File: config.mk
export PLATFORM = sky130hd
export DESIGN_NAME = dtree_node_memory
export DESIGN_NICKNAME = d
export VERILOG_FILES = /design/src/rtl/dtree_pkg.sv /design/src/rtl/dtree_record_assembler.sv /design/src/rtl/dtree_node_memory.sv
export SDC_FILE = /design/constraint.sdc
export NUM_CORES = 1
export LEC_CHECK = 0
export ABC_AREA = 0
export BUFFER_PORTS_ARGS = -buffer_cell sky130_fd_sc_hd__buf_2
export CAP_MARGIN = 15
export CORE_AREA = 8 8 96 184
export DETAILED_ROUTE_END_ITERATION = 8
export DIE_AREA = 0 0 104 192
export SYNTH_ARGS = -nofsm -noshare
export SYNTH_HDL_FRONTEND = slang
export SYNTH_SLANG_ARGS = --single-unit
export TNS_END_PERCENT = 10
File: constraint.sdc
create_clock -name clk -period 4.2 [get_ports clk]
set_input_delay 0.42 -clock clk [delete_from_list [all_inputs] [get_ports clk]]
set_output_delay 0.42 -clock clk [all_outputs]
set_load 0.1 [all_outputs]
File: src/rtl/dtree_pkg.sv
// Shared constants, record layout helpers and the load FSM state type for
// the decision-tree node memory.
package dtree_pkg;

    localparam int DEF_FEATURES      = 3;
    localparam int DEF_COEFF_WIDTH   = 4;
    localparam int DEF_BIAS_WIDTH    = 10;
    localparam int DEF_NODE_COUNT    = 5;
    localparam int DEF_CHANNEL_COUNT = 1;
    localparam int DEF_CFG_WIDTH     = 8;

    // Record bit count: flags + one-hot + coefficients + bias + spare.
    function automatic int node_size(input int f, input int cw, input int bw);
        return 2 + f + (f - 1) * cw + bw + 1;
    endfunction

    // Config words needed to carry one record.
    function automatic int words(input int ns, input int cfgw);
        return (ns + cfgw - 1) / cfgw;
    endfunction

    // Index width with a floor of one bit.
    function automatic int idx_w(input int n);
        return (n > 1) ? $clog2(n) : 1;
    endfunction

    // Field positions inside a record (LSB offsets), MSB to LSB order:
    // flags, one-position one-hot, coeff0..coeff(F-2), bias, spare.
    localparam int FLAGS_W   = 2;
    localparam int BIAS_LSB  = 1;
    localparam int SPARE_LSB = 0;

    function automatic int flags_lsb(input int ns);
        return ns - FLAGS_W;
    endfunction

    function automatic int onepos_lsb(input int ns, input int f);
        return ns - FLAGS_W - f;
    endfunction

    function automatic int coeff_lsb(input int ns, input int f, input int cw, input int i);
        return ns - FLAGS_W - f - (i + 1) * cw;
    endfunction

    localparam int DEF_NODE_SIZE = node_size(DEF_FEATURES, DEF_COEFF_WIDTH, DEF_BIAS_WIDTH);
    localparam int DEF_WORDS     = words(DEF_NODE_SIZE, DEF_CFG_WIDTH);
    localparam int DEF_CHW       = idx_w(DEF_CHANNEL_COUNT);
    localparam int DEF_NIW       = idx_w(DEF_NODE_COUNT);

    typedef enum logic [1:0] {
        IDLE  = 2'd0,
        LOAD  = 2'd1,
        READY = 2'd2
    } state_t;

endpackage

File: src/rtl/dtree_record_assembler.sv
// Collects config words MSB-first into a record and flags the word that
// completes it. The completed record is presented combinationally so the
// array write lands on the same edge as the final word.
module dtree_record_assembler
    import dtree_pkg::*;
#(
    parameter int CFG_WIDTH = DEF_CFG_WIDTH,
    parameter int WORDS     = DEF_WORDS,
    parameter int NODE_SIZE = DEF_NODE_SIZE
) (
    input  logic                 clk,
    input  logic                 reset,
    input  logic                 i_clear,
    input  logic                 i_accept,
    input  logic [CFG_WIDTH-1:0] i_word,
    output logic                 o_rec_valid,
    output logic [NODE_SIZE-1:0] o_record
);

    localparam int SW  = WORDS * CFG_WIDTH;
    localparam int WCW = idx_w(WORDS);

    logic [SW-1:0]  r_shift;
    logic [WCW-1:0] r_word_cnt;
    logic [SW-1:0]  w_shift_next;

    // Oldest word drifts toward the MSB; truncation drops words already shifted out.
    assign w_shift_next = SW'({r_shift, i_word});
    assign o_rec_valid  = i_accept && (r_word_cnt == WCW'(WORDS - 1));
    assign o_record     = w_shift_next[NODE_SIZE-1:0];

    // Shift register and word counter; cleared on reset and on a new load.
    always_ff @(posedge clk or posedge reset) begin
        if (reset) begin
            r_shift    <= '0;
            r_word_cnt <= '0;
        end else if (i_clear) begin
            r_shift    <= '0;
            r_word_cnt <= '0;
        end else if (i_accept) begin
            r_shift    <= w_shift_next;
            r_word_cnt <= o_rec_valid ? '0 : r_word_cnt + 1'b1;
        end
    end

endmodule

File: src/rtl/dtree_node_memory.sv
// Node-record store: loads packed records from a narrow config stream into
// a register array and serves them by zero-latency lookup.
module dtree_node_memory
    import dtree_pkg::*;
#(
    parameter int FEATURES      = DEF_FEATURES,
    parameter int COEFF_WIDTH   = DEF_COEFF_WIDTH,
    parameter int BIAS_WIDTH    = DEF_BIAS_WIDTH,
    parameter int NODE_COUNT    = DEF_NODE_COUNT,
    parameter int CHANNEL_COUNT = DEF_CHANNEL_COUNT,
    parameter int CFG_WIDTH     = DEF_CFG_WIDTH,
    localparam int NODE_SIZE    = node_size(FEATURES, COEFF_WIDTH, BIAS_WIDTH),
    localparam int WORDS        = words(NODE_SIZE, CFG_WIDTH),
    localparam int CHW          = idx_w(CHANNEL_COUNT),
    localparam int NIW          = idx_w(NODE_COUNT),
    localparam int LCW          = $clog2(NODE_COUNT * CHANNEL_COUNT + 1)
) (
    input  logic                 clk,
    input  logic                 reset,
    input  logic                 cfg_start,
    input  logic                 cfg_valid,
    input  logic [CFG_WIDTH-1:0] cfg_data,
    output logic                 cfg_ready,
    output logic                 cfg_error,
    input  logic [CHW-1:0]       ch_index,
    input  logic [NIW-1:0]       node_index,
    input  logic                 read_mem,
    output logic [NODE_SIZE-1:0] node_data,
    output logic                 mem_ready,
    output logic [LCW-1:0]       load_count
);

    state_t               r_state;
    state_t               w_state_next;
    logic [NIW-1:0]       r_node_cnt;
    logic [CHW-1:0]       r_ch_cnt;
    logic [LCW-1:0]       r_load_cnt;
    logic                 r_cfg_error;
    logic [NODE_SIZE-1:0] r_mem [CHANNEL_COUNT][NODE_COUNT];

    logic                 w_accept;
    logic                 w_rec_valid;
    logic [NODE_SIZE-1:0] w_record;
    logic                 w_last_node;
    logic                 w_last_rec;

    // A start pulse always wins over a coincident word.
    assign w_accept    = cfg_valid && cfg_ready && !cfg_start;
    assign w_last_node = (r_node_cnt == NIW'(NODE_COUNT - 1));
    assign w_last_rec  = w_rec_valid && w_last_node && (r_ch_cnt == CHW'(CHANNEL_COUNT - 1));

    dtree_record_assembler #(
        .CFG_WIDTH (CFG_WIDTH),
        .WORDS     (WORDS),
        .NODE_SIZE (NODE_SIZE)
    ) u_asm (
        .clk         (clk),
        .reset       (reset),
        .i_clear     (cfg_start),
        .i_accept    (w_accept),
        .i_word      (cfg_data),
        .o_rec_valid (w_rec_valid),
        .o_record    (w_record)
    );

    // State register.
    always_ff @(posedge clk or posedge reset) begin
        if (reset) r_state <= IDLE;
        else       r_state <= w_state_next;
    end

    // Next-state and state-decoded handshake outputs.
    always_comb begin
        w_state_next = r_state;
        cfg_ready    = 1'b0;
        mem_ready    = 1'b0;
        case (r_state)
            LOAD:    cfg_ready = 1'b1;
            READY:   mem_ready = 1'b1;
            default: ;
        endcase
        if (cfg_start)                         w_state_next = LOAD;
        else if (r_state == LOAD && w_last_rec) w_state_next = READY;
    end

    // Record placement counters and the sticky out-of-load word error.
    always_ff @(posedge clk or posedge reset) begin
        if (reset) begin
            r_node_cnt  <= '0;
            r_ch_cnt    <= '0;
            r_load_cnt  <= '0;
            r_cfg_error <= 1'b0;
        end else if (cfg_start) begin
            r_node_cnt  <= '0;
            r_ch_cnt    <= '0;
            r_load_cnt  <= '0;
            r_cfg_error <= 1'b0;
        end else begin
            if (w_rec_valid) begin
                r_load_cnt <= r_load_cnt + 1'b1;
                if (w_last_node) begin
                    r_node_cnt <= '0;
                    r_ch_cnt   <= w_last_rec ? '0 : r_ch_cnt + 1'b1;
                end else begin
                    r_node_cnt <= r_node_cnt + 1'b1;
                end
            end
            if (cfg_valid && r_state != LOAD) r_cfg_error <= 1'b1;
        end
    end

    // Record array; reset clears it so a partial image never survives.
    always_ff @(posedge clk or posedge reset) begin
        if (reset) begin
            for (int c = 0; c < CHANNEL_COUNT; c++)
                for (int n = 0; n < NODE_COUNT; n++)
                    r_mem[c][n] <= '0;
        end else if (w_rec_valid) begin
            r_mem[r_ch_cnt][r_node_cnt] <= w_record;
        end
    end

    // Zero-latency lookup; disabled or out-of-range reads return zero.
    always_comb begin
        node_data = '0;
        if (read_mem && (32'(ch_index) < CHANNEL_COUNT) && (32'(node_index) < NODE_COUNT))
            node_data = r_mem[ch_index][node_index];
    end

    assign cfg_error  = r_cfg_error;
    assign load_count = r_load_cnt;

endmodule

==> impl_results.md, run 1 <==
* Post-Syn Instances at 471
* Maximum operating frequency at 0.319 GHz
* Simple-gate portion of the synthesized area at 4.18%
* Vias post-DR at 4,100
* Crit path arrival time at 2.72 ns
* Final hold violation count at 0
* Num Clock Sinks at 148
* Distinct cell type count after synthesis at 34
* Clock share of power at 46.4%
* Die X at 104 um
* Setup_tns at 0 ns
* Mux cell area share after synthesis at 28.1%
* Status: finished, final reports clean
* Post-synth EDFFs at 0
* Class of the tightest hold or removal check: primary input to async pin
* RSZ-0062 raised after global routing: no
* Share of layout cells above drive strength 1 at 44.4%
* Post-Synth Adder-Cell Area at 0.562%
* Main combinational cell family by area after synthesis: multiplexers
* Crit path max fanout at 28
* HPWL after detailed placement at 9.58 mm
* Final Instance Area at 7660 sq um
* Nets at 539
* Final setup viols at 0
* Cts hold-fix bufs at 0
* Vias per cell at 5.62
* Post-Route Utilization at 50.4%
* Post-synthesis register bit count at 148
* Maximum vdd drop at 0.000288 V
* P_leak at 3.85 nW
* Sw Ratio at 24.7%
* Row count at 64
* DP Worst Slack at 0.994 ns
* Antenna Cells at 0
* Synth warn at 0
* P per Cell Area at 421 nW/um^2
* Combinational Power Share at 7.0%
* Post-route DRC at 0
* Worst Path Required at 3.78 ns
* CP Capture Type: primary output
* RePlAce Congestion at 0.750
* CTS root buf: clkbuf_16
* Max-slew headroom at 39.6%
* Largest net degree at the start of global routing at 149
* H-Tree Depth at 4
* Post-Syn Nets at 491
* Post-Synth XOR/XNOR Area at 0%
* Final ANT Viol Nets at 0
* CP Class: primary input to primary output
* Post-synth top flop: dfrtp_1
* First-pass GRT wire length at 24.6 mm
* Internal power at 2.43 mW
* Compound-Gate Fraction of Synth Area at 8.40%
* Most common cell after layout, fill and taps aside: dfrtp_1
* Post-CTS Resized at 0
* Setup Fix Bufs, Post-CTS at 0
* Fin crit period at 3.14 ns
* CTS tree: yes
* Clock tree buffer depth at 2
* Slew Viols, Final at 0
* Core area at 15,200 sq um
* Initial antenna violation count at 0
* Flop pwr share at 46.6%
* Skew final at 0.00821 ns
* Area grow syn2layout at 14.8%
* Worst Slack Setup Final at 1.06 ns
* Drt first pass iters at 4
* Max cap viols at 0
* P_sw at 0.795 mW
* Sequential share of the synthesized area at 55.5%
* Die area at 20,000 sq um
* Slew @ Worst Pin at 0.904 ns
* Port buffer count at 46
* Die H at 192 um
* Tot Pwr at 3.23 mW
* Mean Syn Cell Area at 14.2 sq um
* Gr ovfl total at 0
* Clock slew at reported path FFs at 0.06 ns
* Routed len/inst at 20.8 um
* Total I/O pin count at 47
* Worst skew pair latency at 0.42 ns
* Number of CTS-inserted buffers at 17
* Initial core utilization at 43.9%
* Fin crit share at 74.7%
* DP Area at 7080 sq um
* Synth Cell Area at 6680 sq um
* Leading cell types in the layout, fill and taps excluded: dfrtp_1, mux2_2, buf_2, mux2i_1, o22ai_1
* Asr flop ratio synth at 100%
* GRT Overall Usage at 15.8%
* Initial DRC Count at 192
* Final WL at 15.2 mm
* Number of global-route vias before repair at 4,484
* Startpoint Class: primary input
[area by class of cell]
| type | count | area, sq um |
|---|---|---|
| Multi-Input combinational cell | 288 | 2770 |
| Clock buffer | 19 | 433 |
| Clock inverter | 13 | 149 |
| Inverter | 6 | 26.3 |
| Tap cell | 198 | 248 |
| Sequential cell | 148 | 3700 |
| Fill cell | 1362 | 7550 |
| Timing Repair Buffer | 58 | 333 |
[sequential cells by signal (all words and copies together) (netlist names)]
name / count
load_count: 3
r_ch_cnt: 1
r_state: 2
u_asm.r_word_cnt: 2
r_node_cnt: 3
cfg_error: 1
r_mem: 120
u_asm.r_shift: 16
[through the flow]
stage / cells / hold WS (ns)
floorplan: 471 / 0.474
global placement: 698 / 0.457
detailed placement: 698 / 0.472
CTS: 730 / 0.274
global route: 730 / 0.311
finish: 730 / 0.180
[final timing paths]
check                                           from                      endpoint  slack [ns]  cells past startpoint
setup / recovery                       node_index[0]                  node_data[9]        1.06                      5
hold / removal                                 reset         r_mem[89]$_DFFE_PP0P_        0.18                      3
setup reg to reg              r_state[1]$_DFFE_PP0P_          r_mem[7]$_DFFE_PP0P_        2.05                      4
hold reg to reg            load_count[2]$_DFFE_PP0P_     load_count[2]$_DFFE_PP0P_        0.48                      1
max in group asynchronous                      reset          r_mem[3]$_DFFE_PP0P_        3.36                      3
min in group clk                         cfg_data[2]  u_asm.r_shift[2]$_DFFE_PP0P_        0.30                      2
[critical path: stages]
cell and delay, ns:
buf_2 0.36, o21ai_0 0.28, nand2_1 0.55, a211oi_1 0.57
buf_2 0.51
[power by group through the flow]
| stage | Combinational, mW | Clock, mW | Sequential [mW] |
|---|---|---|---|
| after floorplan | 0.170 | 0 | 1.52 |
| after global placement | 0.227 | 0 | 1.53 |
| after detailed placement | 0.230 | 0 | 1.53 |
| after CTS | 0.230 | 1.53 | 1.50 |
| after global routing | 0.246 | 1.59 | 1.51 |
| final | 0.225 | 1.50 | 1.50 |
[kinds of logic after synthesis]
group,after synthesis
buf+inv,35
simple gates,37
flops,148
fa+ha+maj,3
compound gates,78
mux,170
[cells in the mapped netlist (all sizes together), types with 5 or more instances]
cell | number | area share, %
a21oi | 6 | 0.45
inv | 6 | 0.34
a22o | 17 | 2.2
nand4 | 5 | 0.84
buf | 17 | 2.2
nor2 | 5 | 0.28
clkbuf | 12 | 0.67
a211oi | 19 | 2.1
dfrtp | 148 | 55
o22ai | 24 | 2.2
nand2b | 5 | 0.47
a2bb2oi | 5 | 0.66
mux2i | 30 | 4.5
mux2 | 140 | 24
[per-layer routing]
layer	wire length (um)	part of all wire [%]	vias to the layer above	global-route usage [%]
met5	0	0	-	0
met1	6340	42	2149	17.3
met3	371	2.4	21	2.99
met2	8160	54	68	28.8
met4	289	1.9	0	7.40
li1	-	-	1862	-
Power figures use the tool's default switching activity.
==> inputs of run 2 (changes only) <==
- ABC_AREA: 0 -> 1
- CORE_AREA: 8 8 96 184 -> 8 8 99 191
- DIE_AREA: 0 0 104 192 -> 0 0 107 199
- clock period: 4.2 -> 2.9 ns (I/O delays scaled with it)
==> impl_results.md, run 2 <==
* Status: finished, final reports clean
* Compound-Gate Fraction of Synth Area at 5.28%
* Share of layout cells above drive strength 1 at 14.0%
* CP Capture Type: register
* Post-Synth XOR/XNOR Area at 0.121%
* Met3 Use GR at 3.76%
* Antenna Cells at 0
* Post-Syn Instances at 950
* Post-synth top area cell: dfrtp_1
* CP Class: register to register
* Distinct cell type count after synthesis at 24
* Post-Route Utilization at 52.5%
* Setup_tns at 0 ns
* Final Instance Area at 8670 sq um
* Final ANT Viol Nets at 0
* Initial antenna violation count at 0
* Max FFs per register at 120
* Top Registers: r_mem x120, u_asm.r_shift x16
* HPWL after detailed placement at 13.0 mm
* Commonest cells post-synth: nand2_1, nand3_1, dfrtp_1
* Post-route DRC at 0
* Initial core utilization at 43.9%
* H-Tree Depth at 4
* Crit path arrival time at 2.50 ns
* Vias per cell at 5.37
* Port buffer count at 46
* Leading cell types in the layout, fill and taps excluded: nand2_1, nand3_1, dfrtp_1, nor2_1, o21ai_0
* Core area at 16,500 sq um
* CTS tree: yes
* Max cap viols at 0
* Die H at 199 um
* Largest net degree at the start of global routing at 149
* Met2 Resource Use GR at 34.2%
* Fin crit share at 75.5%
* WHS at 0.0469 ns
* GR Util met1 at 26.6%
* Clock slew at reported path FFs at 0.06 ns
* DP Worst Slack at 0.735 ns
* Max-slew headroom at 41.4%
* Number of CTS-inserted buffers at 17
* P_leak at 4.51 nW
* RePlAce Congestion at 0.835
* GRT Overall Usage at 21.0%
* Class of the tightest hold or removal check: primary input to async pin
* CTS root buf: clkbuf_16
* Gr ovfl total at 0
* Skew final at 0.00981 ns
* Synth area leaders: dfrtp_1, nand2_1, nand3_1
* Post-CTS Resized at 0
* Worst path slowest cell: nand3_2
* Routed len/inst at 17.5 um
* Vias post-DR at 6,444
* Main combinational cell family by area after synthesis: simple AND/OR/NAND/NOR gates
* Nets at 1,000
* Final WL at 21.0 mm
* Worst skew pair latency at 0.43 ns
* Slew @ Worst Pin at 0.879 ns
* Final hold violation count at 0
* RSZ-0062 raised after global routing: no
* DP Area at 8040 sq um
* Maximum operating frequency at 0.457 GHz
* Simple-gate portion of the synthesized area at 37.6%
* Startpoint Class: register
* Post-synthesis register bit count at 148
* Die X at 107 um
* Post-synth EDFFs at 0
* Most common cell after layout, fill and taps aside: nand2_1
* Post-Synth Adder-Cell Area at 0.518%
* Drt first pass iters at 5
* Crit-path cells: inv_1, nand3_2, nor2_4, nand3_2, nand2_1, nand2_1
* Crit path max fanout at 24
* Worst Path Required at 3.21 ns
* Row count at 67
* Final setup viols at 0
* Layer with the highest usage: met2
* CP max stage delay at 0.56 ns
* Maximum vdd drop at 0.000373 V
* Cts hold-fix bufs at 0
* Initial DRC Count at 519
* Synth Cell Area at 7250 sq um
* Fin crit period at 2.19 ns
* Area grow syn2layout at 19.7%
* Mux cell area share after synthesis at 0.138%
* Asr flop ratio synth at 100%
* Sequential share of the synthesized area at 51.1%
* Setup Fix Bufs, Post-CTS at 0
* Synth top area share at 51.1%
* Die area at 21,300 sq um
* Clock tree buffer depth at 2
* Post-synth top flop: dfrtp_1
* First-pass GRT wire length at 34.9 mm
* Number of global-route vias before repair at 6,411
* Post-Syn Nets at 970
* Num Clock Sinks at 148
* Most flops, register: r_mem
* Worst Slack Setup Final at 0.710 ns
* Mean Syn Cell Area at 7.63 sq um
* Total I/O pin count at 47
* Synth warn at 0
* Slew Viols, Final at 0
* P per Cell Area at 590 nW/um^2
* Most common cell in the netlist: nand2_1
## run 2: changes by cell type after synthesis, moves of 20 or more
cell and change:
nand3_1 +147, buf_2 +20, o21ai_0 +38, nor2_1 +125, mux2_2 -140, o22ai_1 -24
nand2_1 +331, mux2i_1 -29
## run 2: path summary, 6_finish.rpt
check	start	endpoint	slack (ns)	cells after the start
max in group asynchronous	reset	r_mem[30]$_DFFE_PP0P_	2.14	3
worst max-delay path	r_state[1]$_DFFE_PP0P_	r_mem[75]$_DFFE_PP0P_	0.71	6
worst max register to register	r_state[1]$_DFFE_PP0P_	r_mem[75]$_DFFE_PP0P_	0.71	6
worst min-delay path	reset	r_mem[12]$_DFFE_PP0P_	0.05	3
worst min register to register	r_mem[111]$_DFFE_PP0P_	r_mem[111]$_DFFE_PP0P_	0.46	2
min in group clk	cfg_start	cfg_error$_DFFE_PP0P_	0.11	2
## run 2: logic make-up after synthesis
family / Yosys count
DFF: 148
and+or+nand+nor: 645
adders and majority gates: 3
buffers and inverters: 85
xor gates and xnor gates: 1
muxes: 1
AOI/OAI and AO/OA: 67
## run 2: area by class of cell
cell class              count  area (sq um)
clock buffers              18           439
repair buffers             69           788
clock inverters            14           198
well taps                 207           259
fillers                  1576          7840
multi-input cells         717          3180
inverters                  27           105
flip-flops and latches    148          3700
## run 2: critical path, delay by kind of cell (launching register included)
family | cells | cell delay, ns
flops | 1 | 0.36
buf+inv | 1 | 0.16
simple gates | 5 | 1.53
## run 2: per-layer routing
| layer | up-vias | wire length, um |
|---|---|---|
| li1 | 3106 | - |
| met4 | 0 | 545 |
| met3 | 33 | 1250 |
| met2 | 204 | 10300 |
| met1 | 3101 | 8890 |
| met5 | - | 0 |
## run 2: power breakdown
group          total (mW)  switching (mW)  internal [mW]
Combinational       0.528           0.378          0.150
Sequential           2.21          0.0652           2.15
Clock                2.38           0.908           1.47
## run 2: through the flow
| step | instances | power (mW) |
|---|---|---|
| floorplan | 950 | 2.58 |
| global placement | 1168 | 2.77 |
| detailed placement | 1168 | 2.78 |
| CTS | 1200 | 5.17 |
| global route | 1200 | 5.31 |
| finish | 1200 | 5.12 |
==> inputs of run 3 (changes only) <==
- clock period: 2.9 -> 1.9 ns (I/O delays scaled with it)
==> impl_results.md, run 3 (synthesized netlist as in run 2, its figures left out) <==
* Status: finished, final reports clean
* Skew final at 0.0112 ns
* Internal power at 5.63 mW
* Tot Pwr at 7.68 mW
* Placed cells at 1,178
* Final hold violation count at 0
* Class of the tightest hold or removal check: primary input to register
* GRT Overall Usage at 20.7%
* Initial DRC Count at 496
* Initial core utilization at 43.9%
* Maximum operating frequency at 0.547 GHz
* Post-Route Utilization at 53.7%
* CP Class: register to primary output
* Maximum vdd drop at 0.000624 V
* P_leak at 4.59 nW
* HPWL after detailed placement at 13.7 mm
* Final ANT Viol Nets at 0
* Share of layout cells above drive strength 1 at 15.3%
* Number of CTS-inserted buffers at 17
* Startpoint Class: register
* Area grow syn2layout at 22.4%
* Combinational Power Share at 11.2%
* Slew @ Worst Pin at 0.501 ns
* P per Cell Area at 866 nW/um^2
* Final Non-Filler Cells at 1,211
* Worst path slowest cell: dfrtp_1
* DP Worst Slack at 0.226 ns
* Core area at 16,500 sq um
* Final Instance Area at 8870 sq um
* Slew Viols, Final at 0
* Row count at 67
* Max FFs per register at 120
* Max cap viols at 0
* Routed len/inst at 17.4 um
* Initial antenna violation count at 0
* Drt first pass iters at 6
* Vias post-DR at 6,500
* Most common cell after layout, fill and taps aside: nand2_1
* Clock slew at reported path FFs at 0.07 ns
* Post-route DRC at 0
* Nets at 1,011
* Clock tree buffer depth at 2
* Most flops, register: r_mem
* Number of global-route vias before repair at 6,456
* CP max stage delay at 0.37 ns
* WHS at 0.0226 ns
* RSZ-0062 raised after global routing: no
* Die X at 107 um
* P_sw at 2.05 mW
* Leading cell types in the layout, fill and taps excluded: nand2_1, nand3_1, dfrtp_1, nor2_1, o21ai_0
* Clock share of power at 44.8%
* Crit path arrival time at 1.64 ns
* Port buffer count at 46
* FF+latch area at 3700 sq um
* Sw Ratio at 26.7%
* First-pass GRT wire length at 34.8 mm
* Crit-path cells: or2_2, nand2_1, nand2_1, nor2_1, nor2_1, buf_12
* Setup Fix Bufs, Post-CTS at 0
* CP Capture Type: primary output
* Largest net degree at the start of global routing at 58
* Final WL at 21.0 mm
* CTS tree: yes
* Total I/O pin count at 47
* Worst Path Required at 1.71 ns
* Worst Slack Setup Final at 0.0703 ns
* Vias per cell at 5.37
* Crit path max fanout at 2
* Worst skew pair latency at 0.42 ns
* Multi-input logic area at 3200 sq um
* Flop pwr share at 44.0%
* H-Tree Depth at 4
* Antenna Cells at 0
* CP delay by family, top: simple AND/OR/NAND/NOR gates
* Num Clock Sinks at 148
* Die H at 199 um
* Final setup viols at 0
* Gr ovfl total at 0
* WP buf/inv at 1
* RePlAce Congestion at 0.841
* DP Area at 8260 sq um
* Setup_tns at 0 ns
* Die area at 21,300 sq um
* Fin crit share at 96.3%
* Fin crit period at 1.83 ns
* Worst R2R Setup Slack at 0.24 ns
* CTS root buf: clkbuf_16
* Max-slew headroom at 66.4%
* Top Registers: r_mem x120, u_asm.r_shift x16
* Fillers at 1,541
[run 3: cell types whose count changed in the layout (fill, tap and decap cells not counted), sizes merged]
cell         delta
buf            +10
clkinv          +1
bufinv          -1
dlygate4sd3     +1
[run 3: final timing paths]
| path | startpoint | end | cells past startpoint |
|---|---|---|---|
| max reg2reg | r_state[1]$_DFFE_PP0P_ | r_mem[87]$_DFFE_PP0P_ | 8 |
| min reg2reg | r_mem[37]$_DFFE_PP0P_ | r_mem[37]$_DFFE_PP0P_ | 2 |
| min in group asynchronous | reset | r_mem[90]$_DFFE_PP0P_ | 3 |
| max | r_mem[26]$_DFFE_PP0P_ | node_data[2] | 6 |
| min | cfg_start | cfg_error$_DFFE_PP0P_ | 2 |
| max in group asynchronous | reset | r_node_cnt[1]$_DFFE_PP0P_ | 5 |
[run 3: repair_timing]
item | 4_1_cts | 5_1_grt
setup endpoints to repair | 0 | 1
hold endpoints to repair | 9 | 0
hold buffers | 1 | 0
gates resized for setup | 0 | 1
[run 3: final cells by class]
type                       count  area share, %
clock buffer                  18           4.84
clock inverter                14           1.99
inverter                      27           1.18
multi-input combinational    717           36.1
sequential                   148           41.7
tap                          207           2.92
timing repair buffer          80           11.3
[run 3: layer usage]
metal	global-route usage [%]	share of wire (%)	vias to the layer above
li1	-	-	3140
met1	26.9	44	3169
met2	34.3	49	171
met3	3.37	4.9	20
met4	6.35	1.3	0
met5	0	0	-
[run 3: power by group through the flow]
stage | clock [mW] | sequential, mW | combinational, mW
floorplan | 0 | 3.41 | 0.538
global placement | 0 | 3.43 | 0.852
detailed placement | 0 | 3.43 | 0.863
CTS | 3.50 | 3.38 | 0.868
global route | 3.61 | 3.39 | 0.951
finish | 3.44 | 3.38 | 0.862
